File: src/rtl/ram_bist_ctrl.sv
`default_nettype none
// ============================================================================
//  Module   : ram_bist_ctrl
//  Purpose  : Built-in self-test sequencer for a single-port RAM. Writes a
//             seed+address pattern to every location, reads it back in order,
//             and reports pass/fail, a mismatch count and the first bad address.
//  Revision : 1.0 - initial release
// ============================================================================
module ram_bist_ctrl #(
  parameter int ADDR_WIDTH = 5,
  parameter int DATA_WIDTH = 8,
  parameter int DEPTH      = 32
) (
  input  logic                  clk,
  input  logic                  rst_n,
  input  logic                  start,
  input  logic [DATA_WIDTH-1:0] seed,
  output logic                  ram_en,
  output logic                  ram_we,
  output logic [ADDR_WIDTH-1:0] ram_addr,
  output logic [DATA_WIDTH-1:0] ram_din,
  input  logic [DATA_WIDTH-1:0] ram_dout,
  output logic                  busy,
  output logic                  done,
  output logic                  pass,
  output logic [ADDR_WIDTH:0]   err_cnt,
  output logic [ADDR_WIDTH-1:0] first_err_addr
);

  localparam logic [ADDR_WIDTH-1:0] LAST_ADDR = ADDR_WIDTH'(DEPTH - 1);
  localparam logic [ADDR_WIDTH:0]   MAX_ERR   = (ADDR_WIDTH + 1)'(DEPTH);

  typedef enum logic [2:0] {
    S_IDLE  = 3'd0,
    S_WRITE = 3'd1,
    S_READ  = 3'd2,
    S_FLUSH = 3'd3,
    S_DONE  = 3'd4
  } state_t;

  state_t                  state;
  logic [DATA_WIDTH-1:0]   seed_q;
  // Compare pipeline: describes the read issued in the previous cycle, so it
  // lines up with ram_dout coming back from the RAM's registered read port.
  logic                    cmp_valid;
  logic [ADDR_WIDTH-1:0]   cmp_addr;
  logic [DATA_WIDTH-1:0]   cmp_exp;
  logic                    mismatch;
  logic [ADDR_WIDTH:0]     err_next;

  // Evaluate the pending compare and the saturating error count it produces.
  always_comb begin
    mismatch = cmp_valid && (ram_dout != cmp_exp);
    err_next = err_cnt;
    if (mismatch && (err_cnt != MAX_ERR)) begin
      err_next = err_cnt + 1'b1;
    end
  end

  // Sequencer: drives the RAM port, runs the compare pipeline, keeps results.
  always_ff @(posedge clk or negedge rst_n) begin
    if (!rst_n) begin
      state          <= S_IDLE;
      seed_q         <= '0;
      cmp_valid      <= 1'b0;
      cmp_addr       <= '0;
      cmp_exp        <= '0;
      ram_en         <= 1'b0;
      ram_we         <= 1'b0;
      ram_addr       <= '0;
      ram_din        <= '0;
      busy           <= 1'b0;
      done           <= 1'b0;
      pass           <= 1'b0;
      err_cnt        <= '0;
      first_err_addr <= '0;
    end else begin
      done      <= 1'b0;
      // A read on the bus this cycle returns data next cycle.
      cmp_valid <= ram_en & ~ram_we;
      cmp_addr  <= ram_addr;
      cmp_exp   <= seed_q + DATA_WIDTH'(ram_addr);
      err_cnt   <= err_next;
      if (mismatch && (err_cnt == '0)) begin
        first_err_addr <= cmp_addr;
      end

      case (state)
        S_IDLE: begin
          ram_en   <= 1'b0;
          ram_we   <= 1'b0;
          ram_addr <= '0;
          ram_din  <= '0;
          if (start) begin
            seed_q         <= seed;
            err_cnt        <= '0;
            pass           <= 1'b0;
            first_err_addr <= '0;
            busy           <= 1'b1;
            ram_en         <= 1'b1;
            ram_we         <= 1'b1;
            ram_din        <= seed;
            state          <= S_WRITE;
          end
        end

        S_WRITE: begin
          if (ram_addr == LAST_ADDR) begin
            ram_we   <= 1'b0;
            ram_addr <= '0;
            ram_din  <= '0;
            state    <= S_READ;
          end else begin
            ram_addr <= ram_addr + 1'b1;
            ram_din  <= ram_din + 1'b1;
          end
        end

        S_READ: begin
          if (ram_addr == LAST_ADDR) begin
            ram_en   <= 1'b0;
            ram_addr <= '0;
            state    <= S_FLUSH;
          end else begin
            ram_addr <= ram_addr + 1'b1;
          end
        end

        S_FLUSH: begin
          // The last read's compare resolves this cycle; fold it into pass.
          done  <= 1'b1;
          busy  <= 1'b0;
          pass  <= (err_next == '0);
          state <= S_DONE;
        end

        S_DONE: begin
          state <= S_IDLE;
        end

        default: begin
          state <= S_IDLE;
        end
      endcase
    end
  end

endmodule
`default_nettype wire

File: config.mk
export PLATFORM = sky130hd
export DESIGN_NAME = ram_bist_ctrl
export DESIGN_NICKNAME = d
export VERILOG_FILES = /design/src/rtl/ram_bist_ctrl.sv
export SDC_FILE = /design/constraint.sdc
export NUM_CORES = 1
export LEC_CHECK = 0
export BUFFER_PORTS_ARGS = -buffer_cell sky130_fd_sc_hd__buf_2
export CAP_MARGIN = 20
export CORE_ASPECT_RATIO = 1.2
export CORE_UTILIZATION = 50
export DETAILED_ROUTE_END_ITERATION = 8
export GPL_TIMING_DRIVEN = 0
export PLACE_DENSITY = 0.72
export SYNTH_ARGS = -nofsm -noshare
export SYNTH_HDL_FRONTEND = slang
export SYNTH_SLANG_ARGS = --single-unit
File: constraint.sdc
create_clock -name clk -period 2.7 [get_ports clk]
set_input_delay 0.54 -clock clk [delete_from_list [all_inputs] [get_ports clk]]
set_output_delay 0.54 -clock clk [all_outputs]
set_load 0.05 [all_outputs]
Word level (Yosys, flattened, before mapping)
Index checks and enable logic that the tools add are counted. W data, S select, Z words.

$add $sub $neg: 4. Equal/unequal tests: 9. Multiplexer cells: 24. Bitwise gates (word level): 2. Reductions and logical operators: 16.

Operators by type and width (count): $mux W5 (4); $mux W6 (3); $mux W8 (2); $pmux W8 S2 (1); $logic_not A6 Y1 (2); $pmux W3 S4 (1); $pmux W5 S2 (1); $mux W3 (3); $add A8 B1 Y8 const B (1); $add A8 B5 Y8 (1); $ne A8 B8 Y1 (1); $pmux W1 S2 (4); $reduce_and A2 Y1 (4); $reduce_bool A2 Y1 (4); $add A6 B1 Y6 const B (1); $eq A3 B2 Y1 const B (2); $ne A2 B2 Y1 const B (3); $ne A6 B6 Y1 const B (1); $add A5 B1 Y5 const B (1); $eq A5 B5 Y1 const B (1); $mux W1 (5); $eq A3 B1 Y1 const B (1); $logic_and A1 B1 Y1 (3); $logic_not A3 Y1 (1); 4 further kinds (4).

Bits in registers: 54. Input port bits: 19. Output and inout bits: 29. Word-level logic and storage cells: 69.

Depth between registers and ports, before layout
Gate-level depths: netlist of run 1.

Depth after elaboration: 6. Gate-level depth with buffers: 9. Depth with buffers taken out: 8.

Least setup slack after synthesis of run 1
OpenSTA, ideal clock, no wires.

Path type: register to register. Start point: register ram_addr[0]. End point: register ram_din[1]. Setup time: 126 ps. Arrival time: 2183 ps. Data required time: 2574 ps. Slack: 391 ps. Cell stages (with the launch flop): 9. Buffers on the path: 1. Clock period less this slack: 2309 ps. Cell sequence: dfrtp_1 -> ha_1 -> and3_1 -> ha_1 -> nand2b_1 -> clkbuf_1 -> inv_1 -> a221oi_1 -> nor2_1.

Cells in the longest elaborated chain, start to end: 3.

Ends and longest elaborated chain: from (decl) (line 20) `output logic [ADDR_WIDTH-1:0] ram_addr,`; from (signal assigned) (line 114) `ram_addr <= ram_addr + 1'b1;`; from (signal assigned) (line 125) `ram_addr <= ram_addr + 1'b1;`; $eq A5 B5 Y1 (line 108) `if (ram_addr == LAST_ADDR) begin`; $mux W8 (line 108); $pmux W8 S2 (line 88) `case (state)`; to (signal assigned) (line 115) `ram_din <= ram_din + 1'b1;`; to (decl) (line 21) `output logic [DATA_WIDTH-1:0] ram_din,`.

Every way passes these cells. A chain may end at the register's enable or synchronous reset.

Worst setup path after layout of run 1
Same ends and word-level chain as after synthesis.

==> impl_table.tex, run 1 <==
\begin{tabular}{lr}
\hline
Metric & Value \\
\hline
\multicolumn{2}{l}{\textbf{Outcome}} \\
\quad Run status & finished clean \\
\multicolumn{2}{l}{\textbf{Worst setup path}} \\
\quad Largest incremental delay on the critical path & 0.55 ns \\
\quad Required time at the endpoint of the critical path & 2.89 ns \\
\quad Cell repeated most along the worst path & sky130\_fd\_sc\_hd\_\_ha\_1 \\
\quad Worst r2r dst & ram\_din[1]\$\_DFFE\_PN0N\_ \\
\quad Slowest stage cell on the critical path & sky130\_fd\_sc\_hd\_\_dfrtp\_1 \\
\quad Arrival @ worst endpoint & 2.62 ns \\
\quad CP startpoint kind & flop \\
\quad Sort of element at the end of the critical path & flop \\
\quad Worst setup path category & reg -> reg \\
\quad R2R Setup Slk & 0.27 ns \\
\quad R2R Path Start & ram\_addr[0]\$\_DFFE\_PN0P\_ \\
\quad Peak fanout along the critical path & 10 \\
\quad Series of cell instances along the critical path & ha\_1 -> and3\_1 -> ha\_1 -> nand2b\_1 -> clkbuf\_1 -> inv\_1 -> a221oi\_1 -> nor2\_1 \\
\quad Worst Reg2Reg Path Length in Cells & 8 \\
\multicolumn{2}{l}{\textbf{Hold path}} \\
\quad Min-delay worst type & in -> async \\
\multicolumn{2}{l}{\textbf{Route}} \\
\quad DRC violation total after the first TritonRoute iteration & 74 \\
\quad Routed vias & 2168 \\
\quad Drt first pass iters & 4 \\
\quad DRC & 0 \\
\quad Per-cell routed wire length & 14.4 um \\
\quad Via density per instance & 5.54 \\
\quad Number of nets still failing antenna checks after routing & 0 \\
\quad DRT Wirelength & 5.65 mm \\
\multicolumn{2}{l}{\textbf{Clocking}} \\
\quad Longest Clk Path Bufs & 2 \\
\quad Cell chosen for the clock root & sky130\_fd\_sc\_hd\_\_clkbuf\_8 \\
\quad Count of buffers added by post-CTS timing repair for setup & 0 \\
\quad Worst-path clk slew & 0.10 ns \\
\quad Clock latency on the worst-skew pair & 0.31 ns \\
\quad Htree depth & 2 \\
\quad CTS resizes & 0 \\
\quad Hold\_buf cts & 0 \\
\quad Clock tree from TritonCTS & done \\
\quad Clock sink count & 54 \\
\quad Number of buffers added by the clock tree synthesis step & 5 \\
\multicolumn{2}{l}{\textbf{Timing}} \\
\quad Tightest Pin Transition & 0.737 ns \\
\quad Final critical-path share of the clock period & 0.900 \\
\quad Fin Clk Skew & 0.0174 ns \\
\quad Total negative slack for setup checks & 0 ns \\
\quad \# setup viols final & 0 \\
\quad Max-slew violation total from the final report & 0 \\
\quad Max transition margin & 0.505 \\
\quad Final count of hold timing violations & 0 \\
\quad Max Clk Rate & 412 MHz \\
\quad Unrepaired setup endpoints after global routing & no \\
\quad Final critical-path required period & 2.43 ns \\
\multicolumn{2}{l}{\textbf{Placed design}} \\
\quad Number of input and output port buffers inserted & 47 \\
\quad Routability Congestion & 0.849 \\
\quad Placed Cells incl. Taps & 383 \\
\quad Post-DP HPWL & 4.25 mm \\
\multicolumn{2}{l}{\textbf{Yosys}} \\
\quad Top cell type's share of synthesized area & 0.492 \\
\quad Largest area contributor in the netlist & sky130\_fd\_sc\_hd\_\_dfrtp\_1 \\
\quad Warnings, synthesis & 0 \\
\quad Syn Nets & 303 \\
\quad Number of synthesized flops with an enable pin & 0 \\
\quad Main combinational cell family by area after synthesis & simple AND/OR/NAND/NOR gates \\
\quad Gate count of the mapped netlist & 273 \\
\quad Share of synthesized area spent on multiplexers & 0.0538 \\
\quad Portion of the post-synthesis area used by sequential elements & 0.492 \\
\quad Dominant register cell in the synthesized netlist & sky130\_fd\_sc\_hd\_\_dfrtp\_1 \\
\quad Netlist Area Pre-Place & 2740 sq um \\
\quad Area fraction in and, or, nand and nor cells after synthesis & 0.159 \\
\quad Leading cell types by total area after synthesis & sky130\_fd\_sc\_hd\_\_dfrtp\_1 (49\%), sky130\_fd\_sc\_hd\_\_ha\_1 (4.6\%), sky130\_fd\_sc\_hd\_\_nor2\_1 (4.1\%) \\
\quad Per-instance average area after synthesis & 10.1 sq um \\
\quad Unique masters post-synth & 44 \\
\quad Synth Area in Compound Gates & 0.149 \\
\quad Most repeated cell in the gate-level netlist after synthesis & sky130\_fd\_sc\_hd\_\_dfrtp\_1 \\
\quad Adder-Cell Fraction of Synth Area & 0.0529 \\
\quad Async SR Flop Fraction & 1.00 \\
\quad List of most frequent post-synthesis cells & sky130\_fd\_sc\_hd\_\_dfrtp\_1 (54), sky130\_fd\_sc\_hd\_\_nor2\_1 (30), sky130\_fd\_sc\_hd\_\_o21ai\_0 (22) \\
\quad Number of flip-flops and latches in the synthesized netlist & 54 \\
\quad Post-synthesis share of cell area spent on xor and xnor gates & 0.0543 \\
\multicolumn{2}{l}{\textbf{Floorplan}} \\
\quad Core Area & 5300 sq um \\
\quad Floorplan row count & 29 \\
\quad Full die area & 5790 sq um \\
\quad Total I/O pin count & 48 \\
\quad Initial standard-cell utilization of the core & 0.518 \\
\quad Width of the chip & 69.6 um \\
\quad Height of the die & 83.2 um \\
\multicolumn{2}{l}{\textbf{GRT}} \\
\quad Wire length of the first global-routing pass & 9.77 mm \\
\quad Antenna violations before repair & 0 \\
\quad Residual overflow from global routing & 0 \\
\quad Vias in the first global route & 2114 \\
\quad Largest net degree at the start of global routing & 40 \\
\quad Overall Global Routing Usage & 0.214 \\
\multicolumn{2}{l}{\textbf{Power}} \\
\quad VDD IR-drop max & 0.888 mV \\
\quad Static Leak & 0.00151 uW \\
\quad Cell Pwr Density & 1330 nW/um\^{}2 \\
\multicolumn{2}{l}{\textbf{Job}} \\
\quad Number of maximum-capacitance violations & 0 \\
\multicolumn{2}{l}{\textbf{Cells and area}} \\
\quad Antenna diode count & 0 \\
\quad Area taken by multi-input logic gates & 1280 sq um \\
\quad Synth-to-layout area growth & 16.2\% \\
\quad Net count of the finished layout & 358 \\
\quad Combined flip-flop and latch cell area & 1350 sq um \\
\quad Share of final-layout standard cells stronger than drive strength 1 & 0.213 \\
\quad Final cell count without fillers & 391 \\
\quad Count of filler cells inserted in the layout & 474 \\
\hline
\end{tabular}
[registers in the layout, summed over array words and instances, names as in the netlist]
name            count
busy                1
cmp_addr            5
cmp_exp             8
cmp_valid           1
done                1
err_cnt             6
first_err_addr      5
pass                1
ram_addr            5
ram_din             8
ram_en              1
ram_we              1
seed_q              8
state               3
[power breakdown]
group / leakage [uW] / internal [uW] / switching, uW
clock: 0.0000585 / 278 / 262
combinational: 0.000783 / 748 / 1440
sequential: 0.000665 / 1180 / 342
total: 0.00151 / 2210 / 2040
[per-stage QoR]
step | hold slack [ns] | area, sq um | setup WS [ns] | power (uW) | util
global placement | 0.463 | 3060 | 0.367 | 3660 | 0.577
detailed placement | 0.447 | 3080 | 0.325 | 3740 | 0.581
CTS | 0.153 | 3190 | 0.277 | 4290 | 0.602
finish | 0.145 | 3190 | 0.271 | 4260 | 0.602
floorplan | 0.244 | 2740 | 0.391 | 3200 | -
global route | 0.173 | 3190 | 0.0287 | 4580 | 0.602
[placed cells by master (no fill, tap or decap), drive strengths merged, types with 4 or more instances in the layout]
cell	n
dfrtp	54
buf	51
nor2	30
o21ai	22
nand2	19
a21oi	19
inv	17
clkbuf	12
ha	10
xnor2	9
xor2	8
mux2i	8
nand2b	6
mux2	6
nand3	5
nor2b	5
nor4	5
and3	4
nor3	4
[area by class of cell]
class                      count  share of cell area
timing repair buffer          48              0.0800
inverter                      16              0.0188
multi-input combinational    193               0.403
buffer                        10              0.0149
tap                           62              0.0243
sequential                    54               0.424
clock inverter                 3              0.0137
clock buffer                   5              0.0216
[cells by family (layout without fill, tap and decap cells)]
logic type      after synthesis  count (layout)
fa+ha+maj                    11              11
mux                          14              14
flops                        54              54
simple gates                 87              87
compound gates               64              64
buf+inv                      26              82
xor+xnor                     17              17
[worst max path at each step]
stage / endpoint / slack [ns] / from / cells after the start
floorplan: ram_din[1]$_DFFE_PN0N_ / 0.39 / ram_addr[0]$_DFFE_PN0P_ / 8
global placement: ram_din[1]$_DFFE_PN0N_ / 0.37 / ram_addr[0]$_DFFE_PN0P_ / 8
detailed placement: ram_din[1]$_DFFE_PN0N_ / 0.33 / ram_addr[0]$_DFFE_PN0P_ / 8
CTS: ram_din[1]$_DFFE_PN0N_ / 0.28 / ram_addr[0]$_DFFE_PN0P_ / 8
global route: ram_din[7]$_DFFE_PN0N_ / 0.03 / ram_addr[0]$_DFFE_PN0P_ / 9
finish: ram_din[1]$_DFFE_PN0N_ / 0.27 / ram_addr[0]$_DFFE_PN0P_ / 8
[metal layers]
metal,global-route usage,part of all wire
met4,0.0655,0.016
met1,0.265,0.44
met2,0.374,0.50
met3,0.0425,0.045
met5,0,0
[critical path: cells and delay by family (launching register included)]
kind            cells  cell delay, ns
compound gates      1            0.30
flops               1            0.55
buf+inv             2            0.47
fa+ha+maj           2            0.55
simple gates        3            0.44
Note: power is estimated with default switching activity, not from simulation.
==> run 2: changes to the inputs <==
==> constraint.sdc (replaced) <==
create_clock -name clk -period 2.7 [get_ports clk]
set_input_delay 0.27 -clock clk [delete_from_list [all_inputs] [get_ports clk]]
set_output_delay 0.27 -clock clk [all_outputs]
set_load 0.05 [all_outputs]
==> run 2 against run 1 <==
Compared with the run above:
- final area is 0.31% higher
- global-route usage unchanged
- largest power group unchanged
- maximum frequency barely moved
- clock power about the same
- routed wire length hardly changed
- total power is essentially flat
- flip-flop and latch count stayed put
- die area did not move
- utilization rose by 0.19 points
- clock skew barely moved
==> impl_table.tex, run 2 (synthesis results as in run 1) <==
\begin{tabular}{lr}
\hline
Metric & Value \\
\hline
\multicolumn{2}{l}{\textbf{Placed design}} \\
\quad Placed Cells incl. Taps & 383 (unchanged) \\
\quad Standard cell area after detailed placement & 3080 sq um (unchanged) \\
\quad Routability Congestion & 0.849 (unchanged) \\
\quad Post-DP HPWL & 4.25 mm (unchanged) \\
\quad Number of input and output port buffers inserted & 47 (unchanged) \\
\multicolumn{2}{l}{\textbf{GRT}} \\
\quad Routing usage on met3 & 0.0413 (-0.00121) \\
\quad Overall Global Routing Usage & 0.214 (unchanged) \\
\quad Largest net degree at the start of global routing & 40 (unchanged) \\
\quad Residual overflow from global routing & 0 (unchanged) \\
\quad Busiest grt layer & met2 \\
\quad Wire length of the first global-routing pass & 9.77 mm (unchanged) \\
\quad Vias in the first global route & 2114 (unchanged) \\
\quad Antenna violations before repair & 0 (unchanged) \\
\quad Met1 demand-to-capacity share in global routing & 0.266 (+0.000814) \\
\quad Met2 track demand over resource & 0.374 (unchanged) \\
\multicolumn{2}{l}{\textbf{Worst setup path}} \\
\quad Series of cell instances along the critical path & ha\_1 -> and3\_1 -> ha\_1 -> nand2b\_1 -> clkbuf\_1 -> inv\_1 -> a221oi\_1 -> nor2\_1 \\
\quad Worst setup path category & reg -> reg \\
\quad CP startpoint kind & flop \\
\quad Crit path from & ram\_addr[0]\$\_DFFE\_PN0P\_ \\
\quad Sort of element at the end of the critical path & flop \\
\quad Arrival @ worst endpoint & 2.62 ns (about the same) \\
\quad Largest incremental delay on the critical path & 0.55 ns (about the same) \\
\quad Peak fanout along the critical path & 10 (unchanged) \\
\quad Slowest stage cell on the critical path & sky130\_fd\_sc\_hd\_\_dfrtp\_1 \\
\quad Crit path buf inv count & 2 (unchanged) \\
\quad Required time at the endpoint of the critical path & 2.89 ns (about the same) \\
\quad Cell repeated most along the worst path & sky130\_fd\_sc\_hd\_\_ha\_1 \\
\quad R2R Path Start & ram\_addr[0]\$\_DFFE\_PN0P\_ \\
\quad Top cell family by delay on the critical path & flip-flops \\
\multicolumn{2}{l}{\textbf{Timing}} \\
\quad Total negative slack for setup checks & 0 ns (unchanged) \\
\quad Max Clk Rate & 412 MHz (about the same) \\
\quad Final count of hold timing violations & 0 (unchanged) \\
\quad Max transition margin & 0.502 (-0.00329) \\
\quad Unrepaired setup endpoints after global routing & no \\
\quad \# setup viols final & 0 (unchanged) \\
\quad Fin Clk Skew & 0.0173 ns (-0.0000960 ns) \\
\quad Tightest Pin Transition & 0.742 ns (+0.00489 ns) \\
\quad Max-slew violation total from the final report & 0 (unchanged) \\
\quad Final critical-path required period & 2.43 ns (-0.00189 ns) \\
\quad Final critical-path share of the clock period & 0.899 (about the same) \\
\multicolumn{2}{l}{\textbf{Floorplan}} \\
\quad Total I/O pin count & 48 (unchanged) \\
\quad Full die area & 5790 sq um (unchanged) \\
\quad Floorplan row count & 29 (unchanged) \\
\quad Height of the die & 83.2 um (unchanged) \\
\quad Width of the chip & 69.6 um (unchanged) \\
\quad Core Area & 5300 sq um (unchanged) \\
\quad Initial standard-cell utilization of the core & 0.518 (unchanged) \\
\multicolumn{2}{l}{\textbf{Cells and area}} \\
\quad Count of filler cells inserted in the layout & 473 (-0.21\%) \\
\quad Post-Layout Inst Area & 3200 sq um (+0.31\%) \\
\quad Most frequent standard cell in the layout excluding fill and tap cells & sky130\_fd\_sc\_hd\_\_dfrtp\_1 \\
\quad Share of final-layout standard cells stronger than drive strength 1 & 0.212 (-0.000645) \\
\quad Antenna diode count & 0 (unchanged) \\
\quad Net count of the finished layout & 359 (+0.28\%) \\
\quad Commonest cells after routing, fill and taps aside & sky130\_fd\_sc\_hd\_\_dfrtp\_1 (54), sky130\_fd\_sc\_hd\_\_buf\_2 (49), sky130\_fd\_sc\_hd\_\_nor2\_1 (30) \\
\quad Top Registers & cmp\_exp: 8 flops, ram\_din: 8 flops, seed\_q: 8 flops \\
\quad Synth-to-layout area growth & 16.6\% \\
\quad Final cell count without fillers & 392 (+0.26\%) \\
\multicolumn{2}{l}{\textbf{Clocking}} \\
\quad Cell chosen for the clock root & sky130\_fd\_sc\_hd\_\_clkbuf\_8 \\
\quad Number of buffers added by the clock tree synthesis step & 5 (unchanged) \\
\quad CTS resizes & 0 (unchanged) \\
\quad Clock tree from TritonCTS & done \\
\quad Clock sink count & 54 (unchanged) \\
\quad Clock latency on the worst-skew pair & 0.31 ns (about the same) \\
\quad Htree depth & 2 (unchanged) \\
\quad Longest Clk Path Bufs & 2 (unchanged) \\
\quad Worst-path clk slew & 0.10 ns (about the same) \\
\multicolumn{2}{l}{\textbf{Outcome}} \\
\quad Run status & finished clean \\
\multicolumn{2}{l}{\textbf{Job}} \\
\quad Number of maximum-capacitance violations & 0 (unchanged) \\
\multicolumn{2}{l}{\textbf{Power}} \\
\quad Static Leak & 0.00151 uW (+0.28\%) \\
\quad Cell Pwr Density & 1330 nW/um\^{}2 (-0.34\%) \\
\quad VDD IR-drop max & 0.888 mV (about the same) \\
\multicolumn{2}{l}{\textbf{Route}} \\
\quad DRC violation total after the first TritonRoute iteration & 72 (-2.7\%) \\
\quad Routed vias & 2167 (-0.046\%) \\
\quad Drt first pass iters & 4 (unchanged) \\
\quad DRC & 0 (unchanged) \\
\quad Number of nets still failing antenna checks after routing & 0 (unchanged) \\
\quad Via density per instance & 5.53 (-0.30\%) \\
\quad Per-cell routed wire length & 14.4 um (-0.22\%) \\
\quad DRT Wirelength & 5.65 mm (about the same) \\
\multicolumn{2}{l}{\textbf{Hold path}} \\
\quad Min-delay worst type & in -> reg \\
\quad Min-Delay Startpoint & seed[5] \\
\hline
\end{tabular}
-- run 2: repair_timing --
item | CTS | global route
setup buffers | 0 | 0
hold buffers | 1 | 0
endpoints found under the hold margin | 15 | 0
-- run 2: power by group --
group / leakage (uW) / switching, uW / internal (uW)
Sequential: 0.000665 / 342 / 1180
Combinational: 0.000787 / 1440 / 749
Clock: 0.0000585 / 262 / 278
-- run 2: path summary, 6_finish.rpt --
kind                            slack (ns)  cells after the start                       to
worst max-delay path                  0.27                      8   ram_din[1]$_DFFE_PN0N_
min in group asynchronous             0.42                      2  ram_addr[3]$_DFFE_PN0P_
worst min-delay path                  0.20                      3   ram_din[5]$_DFFE_PN0N_
worst min register to register        0.46                      1      cmp_valid$_DFF_PN0_
worst max register to register        0.27                      8   ram_din[1]$_DFFE_PN0N_
max in group asynchronous             1.74                      3     cmp_exp[5]$_DFF_PN0_
-- run 2: stage by stage --
step / hold WS [ns] / setup slack, ns / utilization / power, uW
floorplan: -0.0256 / 0.391 / - / 3200
global placement: 0.463 / 0.367 / 0.577 / 3660
detailed placement: 0.221 / 0.325 / 0.581 / 3740
CTS: 0.195 / 0.277 / 0.604 / 4290
global route: 0.212 / 0.0287 / 0.604 / 4580
finish: 0.202 / 0.273 / 0.604 / 4250
-- run 2: final cells by class --
class | count | area, sq um | share of cell area
repair buffers | 49 | 265 | 0.0829
clock buffers | 5 | 68.8 | 0.0215
flip-flops and latches | 54 | 1350 | 0.422
well taps | 62 | 77.6 | 0.0242
plain buffers | 10 | 47.5 | 0.0149
multi-input cells | 193 | 1280 | 0.402
clock inverters | 3 | 43.8 | 0.0137
inverters | 16 | 60.1 | 0.0188
-- run 2: metal layers --
layer | up-vias | wire length [um]
met2 | 70 | 2850
met5 | - | 0
met4 | 0 | 80
met3 | 9 | 273
li1 | 1063 | -
met1 | 1025 | 2440
-- run 2: worst reg2reg max path, cell delays in order (launching register included) --
cell,delay (ns)
sky130_fd_sc_hd__dfrtp_1,0.55
sky130_fd_sc_hd__ha_1,0.25
sky130_fd_sc_hd__and3_1,0.20
sky130_fd_sc_hd__ha_1,0.30
sky130_fd_sc_hd__nand2b_1,0.18
sky130_fd_sc_hd__clkbuf_1,0.34
sky130_fd_sc_hd__inv_1,0.12
sky130_fd_sc_hd__a221oi_1,0.30
sky130_fd_sc_hd__nor2_1,0.06
==> run 3: changes to the inputs <==
--- a/config.mk
+++ b/config.mk
@@ -10,7 +10,6 @@
 export CORE_ASPECT_RATIO = 1.2
 export CORE_UTILIZATION = 50
 export DETAILED_ROUTE_END_ITERATION = 8
-export GPL_TIMING_DRIVEN = 0
 export PLACE_DENSITY = 0.72
 export SYNTH_ARGS = -nofsm -noshare
 export SYNTH_HDL_FRONTEND = slang
==> run 3 against run 2 <==
Compared with the run above:
- sequential share of layout area increased by 0.45 points
- routed wire length decreased by 1.3%
- die area unchanged
- first-iteration DRC count increased by 8.3%
- flip-flop and latch count unchanged
- register-to-register slack improved by 0.19 ns
- clock skew decreased by 0.0018 ns
- setup slack improved by 0.19 ns
- critical path type unchanged
- largest power group unchanged
==> impl_table.tex, run 3 (synthesis results as in run 1) <==
\begin{tabular}{lr}
\hline
Metric & Value \\
\hline
\multicolumn{2}{l}{\textbf{Timing}} \\
\quad \# setup viols final & 0 (unchanged) \\
\quad Unrepaired setup endpoints after global routing & no \\
\quad Fin Clk Skew & 0.0155 ns (-0.00183 ns) \\
\quad Final count of hold timing violations & 0 (unchanged) \\
\quad Total negative slack for setup checks & 0 ns (unchanged) \\
\quad Minimum setup slack in the final design & 0.468 ns (+0.195 ns) \\
\quad Max Clk Rate & 448 MHz (+8.7\%) \\
\quad Max transition margin & 0.648 (+0.147) \\
\quad Max-slew violation total from the final report & 0 (unchanged) \\
\quad Tightest Pin Transition & 0.527 ns (-0.214 ns) \\
\quad Final critical-path required period & 2.23 ns (-0.195 ns) \\
\quad Final critical-path share of the clock period & 0.827 (-0.0722) \\
\multicolumn{2}{l}{\textbf{Worst setup path}} \\
\quad Slowest stage cell on the critical path & sky130\_fd\_sc\_hd\_\_dfrtp\_1 \\
\quad Arrival @ worst endpoint & 2.48 ns (-0.14 ns) \\
\quad Largest incremental delay on the critical path & 0.49 ns (-0.06 ns) \\
\quad R2R Setup Slk & 0.47 ns (+0.19 ns) \\
\quad Worst setup path category & reg -> reg \\
\quad CP startpoint kind & flop \\
\quad Peak fanout along the critical path & 11 (+1) \\
\quad Worst Reg2Reg Path Length in Cells & 7 (-1) \\
\quad Cell repeated most along the worst path & sky130\_fd\_sc\_hd\_\_ha\_1 \\
\quad Worst r2r dst & ram\_din[7]\$\_DFFE\_PN0N\_ \\
\quad Series of cell instances along the critical path & ha\_1 -> and3\_1 -> ha\_1 -> nand2b\_1 -> nor4\_1 -> a21oi\_1 -> o21ai\_0 \\
\quad R2R Path Start & ram\_addr[0]\$\_DFFE\_PN0P\_ \\
\quad Required time at the endpoint of the critical path & 2.94 ns (+0.05 ns) \\
\quad Sort of element at the end of the critical path & flop \\
\multicolumn{2}{l}{\textbf{Placed design}} \\
\quad Post-DP HPWL & 4.14 mm (-2.6\%) \\
\quad Routability Congestion & 0.856 (+0.81\%) \\
\quad Dpl ws & 0.523 ns (+0.198 ns) \\
\quad Number of input and output port buffers inserted & 47 (unchanged) \\
\multicolumn{2}{l}{\textbf{Cells and area}} \\
\quad Synth-to-layout area growth & 15.4\% \\
\quad Net count of the finished layout & 353 (-1.7\%) \\
\quad Share of final-layout standard cells stronger than drive strength 1 & 0.219 (+0.00701) \\
\quad Top Registers & cmp\_exp: 8 flops, ram\_din: 8 flops, seed\_q: 8 flops \\
\quad Most frequent standard cell in the layout excluding fill and tap cells & sky130\_fd\_sc\_hd\_\_dfrtp\_1 \\
\quad Antenna diode count & 0 (unchanged) \\
\quad Commonest cells after routing, fill and taps aside & sky130\_fd\_sc\_hd\_\_dfrtp\_1 (54), sky130\_fd\_sc\_hd\_\_buf\_2 (47), sky130\_fd\_sc\_hd\_\_nor2\_1 (30) \\
\multicolumn{2}{l}{\textbf{GRT}} \\
\quad Overall Global Routing Usage & 0.208 (-0.00537) \\
\quad Vias in the first global route & 2123 (+0.43\%) \\
\quad Wire length of the first global-routing pass & 9.54 mm (-2.3\%) \\
\quad Residual overflow from global routing & 0 (unchanged) \\
\quad Largest net degree at the start of global routing & 40 (unchanged) \\
\quad Antenna violations before repair & 0 (unchanged) \\
\multicolumn{2}{l}{\textbf{Clocking}} \\
\quad Clock sink count & 54 (unchanged) \\
\quad Count of buffers added by post-CTS timing repair for setup & 0 (unchanged) \\
\quad Worst-path clk slew & 0.10 ns (about the same) \\
\quad Number of buffers added by the clock tree synthesis step & 5 (unchanged) \\
\quad Clock tree from TritonCTS & done \\
\quad Clock latency on the worst-skew pair & 0.31 ns (about the same) \\
\quad Cell chosen for the clock root & sky130\_fd\_sc\_hd\_\_clkbuf\_8 \\
\quad Htree depth & 2 (unchanged) \\
\quad Longest Clk Path Bufs & 2 (unchanged) \\
\multicolumn{2}{l}{\textbf{Route}} \\
\quad Met2 wire length & 2.91 mm (+2.2\%) \\
\quad Top Layer Used & met4 \\
\quad Routed length on met1 & 2.36 mm (-3.4\%) \\
\quad DRT Wirelength & 5.57 mm (-1.3\%) \\
\quad DRC & 0 (unchanged) \\
\quad Per-cell routed wire length & 14.4 um (+0.19\%) \\
\quad Via density per instance & 5.59 (+1.0\%) \\
\quad Wire length on met3 & 215 um (-21\%) \\
\quad Number of nets still failing antenna checks after routing & 0 (unchanged) \\
\quad Routed vias & 2156 (-0.51\%) \\
\quad DRC violation total after the first TritonRoute iteration & 78 (+8.3\%) \\
\quad Drt first pass iters & 5 (+1) \\
\multicolumn{2}{l}{\textbf{Hold path}} \\
\quad Min-delay worst type & in -> reg \\
\quad End point of the worst hold path & ram\_din[5]\$\_DFFE\_PN0N\_ \\
\quad Hold path cells & 3 (unchanged) \\
\quad Min-Delay Startpoint & seed[5] \\
\multicolumn{2}{l}{\textbf{Power}} \\
\quad Cell Pwr Density & 1330 nW/um\^{}2 (+0.29\%) \\
\quad VDD IR-drop max & 0.770 mV (-13\%) \\
\quad Static Leak & 0.00150 uW (-0.52\%) \\
\quad Total power & 4220 uW (-0.77\%) \\
\multicolumn{2}{l}{\textbf{Floorplan}} \\
\quad Height of the die & 83.2 um (unchanged) \\
\quad Initial standard-cell utilization of the core & 0.518 (unchanged) \\
\quad Full die area & 5790 sq um (unchanged) \\
\quad Width of the chip & 69.6 um (unchanged) \\
\quad Core Area & 5300 sq um (unchanged) \\
\quad Floorplan row count & 29 (unchanged) \\
\quad Total I/O pin count & 48 (unchanged) \\
\multicolumn{2}{l}{\textbf{Outcome}} \\
\quad Run status & finished clean \\
\multicolumn{2}{l}{\textbf{Job}} \\
\quad Number of maximum-capacitance violations & 0 (unchanged) \\
\hline
\end{tabular}
## run 3: changes by cell type in the layout (fill, tap and decap cells not counted), sizes merged
cell    change
inv         -1
clkinv      +1
clkbuf      -7
buf         +1
## run 3: per-stage QoR
step | instance area (sq um) | cells | util | hold slack, ns
3_3_place_gp | 3050 | 377 | 0.575 | 0.190
3_5_place_dp | 3050 | 377 | 0.575 | 0.190
6_report | 3170 | 386 | 0.598 | 0.188
2_1_floorplan | 2740 | 273 | - | -0.0256
5_1_grt | 3170 | 386 | 0.598 | 0.194
4_1_cts | 3170 | 386 | 0.598 | 0.181
## run 3: worst max-delay path by stage
stage | from | to | slack [ns]
after detailed placement | err_cnt[0]$_DFF_PN0_ | first_err_addr[1]$_DFF_PN0_ | 0.52
after CTS | err_cnt[0]$_DFF_PN0_ | first_err_addr[1]$_DFF_PN0_ | 0.49
after global routing | ram_addr[0]$_DFFE_PN0P_ | ram_din[6]$_DFFE_PN0N_ | 0.26
after global placement | err_cnt[0]$_DFF_PN0_ | first_err_addr[2]$_DFF_PN0_ | 0.59
after floorplan | ram_addr[0]$_DFFE_PN0P_ | ram_din[1]$_DFFE_PN0N_ | 0.39
final | ram_addr[0]$_DFFE_PN0P_ | ram_din[7]$_DFFE_PN0N_ | 0.47
## run 3: power breakdown
part / leakage, uW / internal (uW) / switching (uW)
logic: 0.000780 / 736 / 1390
registers: 0.000665 / 1180 / 376
clock network: 0.0000579 / 273 / 259
## run 3: critical path: cells and delay by family, from the launching register on
kind | cells | cell delay, ns
and+or+nand+nor | 3 | 0.89
adders and majority gates | 2 | 0.54
DFF | 1 | 0.49
AOI/OAI and AO/OA | 2 | 0.23
## run 3: layout make-up
type / instances / area [sq um]
Timing Repair Buffer: 53 / 283
Tap cell: 62 / 77.6
Multi-Input combinational cell: 193 / 1280
Fill cell: 471 / 2130
Clock buffer: 5 / 68.8
Sequential cell: 54 / 1350
Clock inverter: 3 / 40.0
Inverter: 16 / 60.1
## run 3: repair_timing
action,in CTS,in global routing
hold buffers,1,0
endpoints found under the hold margin,15,0
gates resized for setup,0,0
## run 3: routing by layer
metal,GRT usage,vias to the layer above
li1,-,1047
met1,0.242,1052
met2,0.373,52
met3,0.0473,5
met4,0.0745,0
met5,0,-
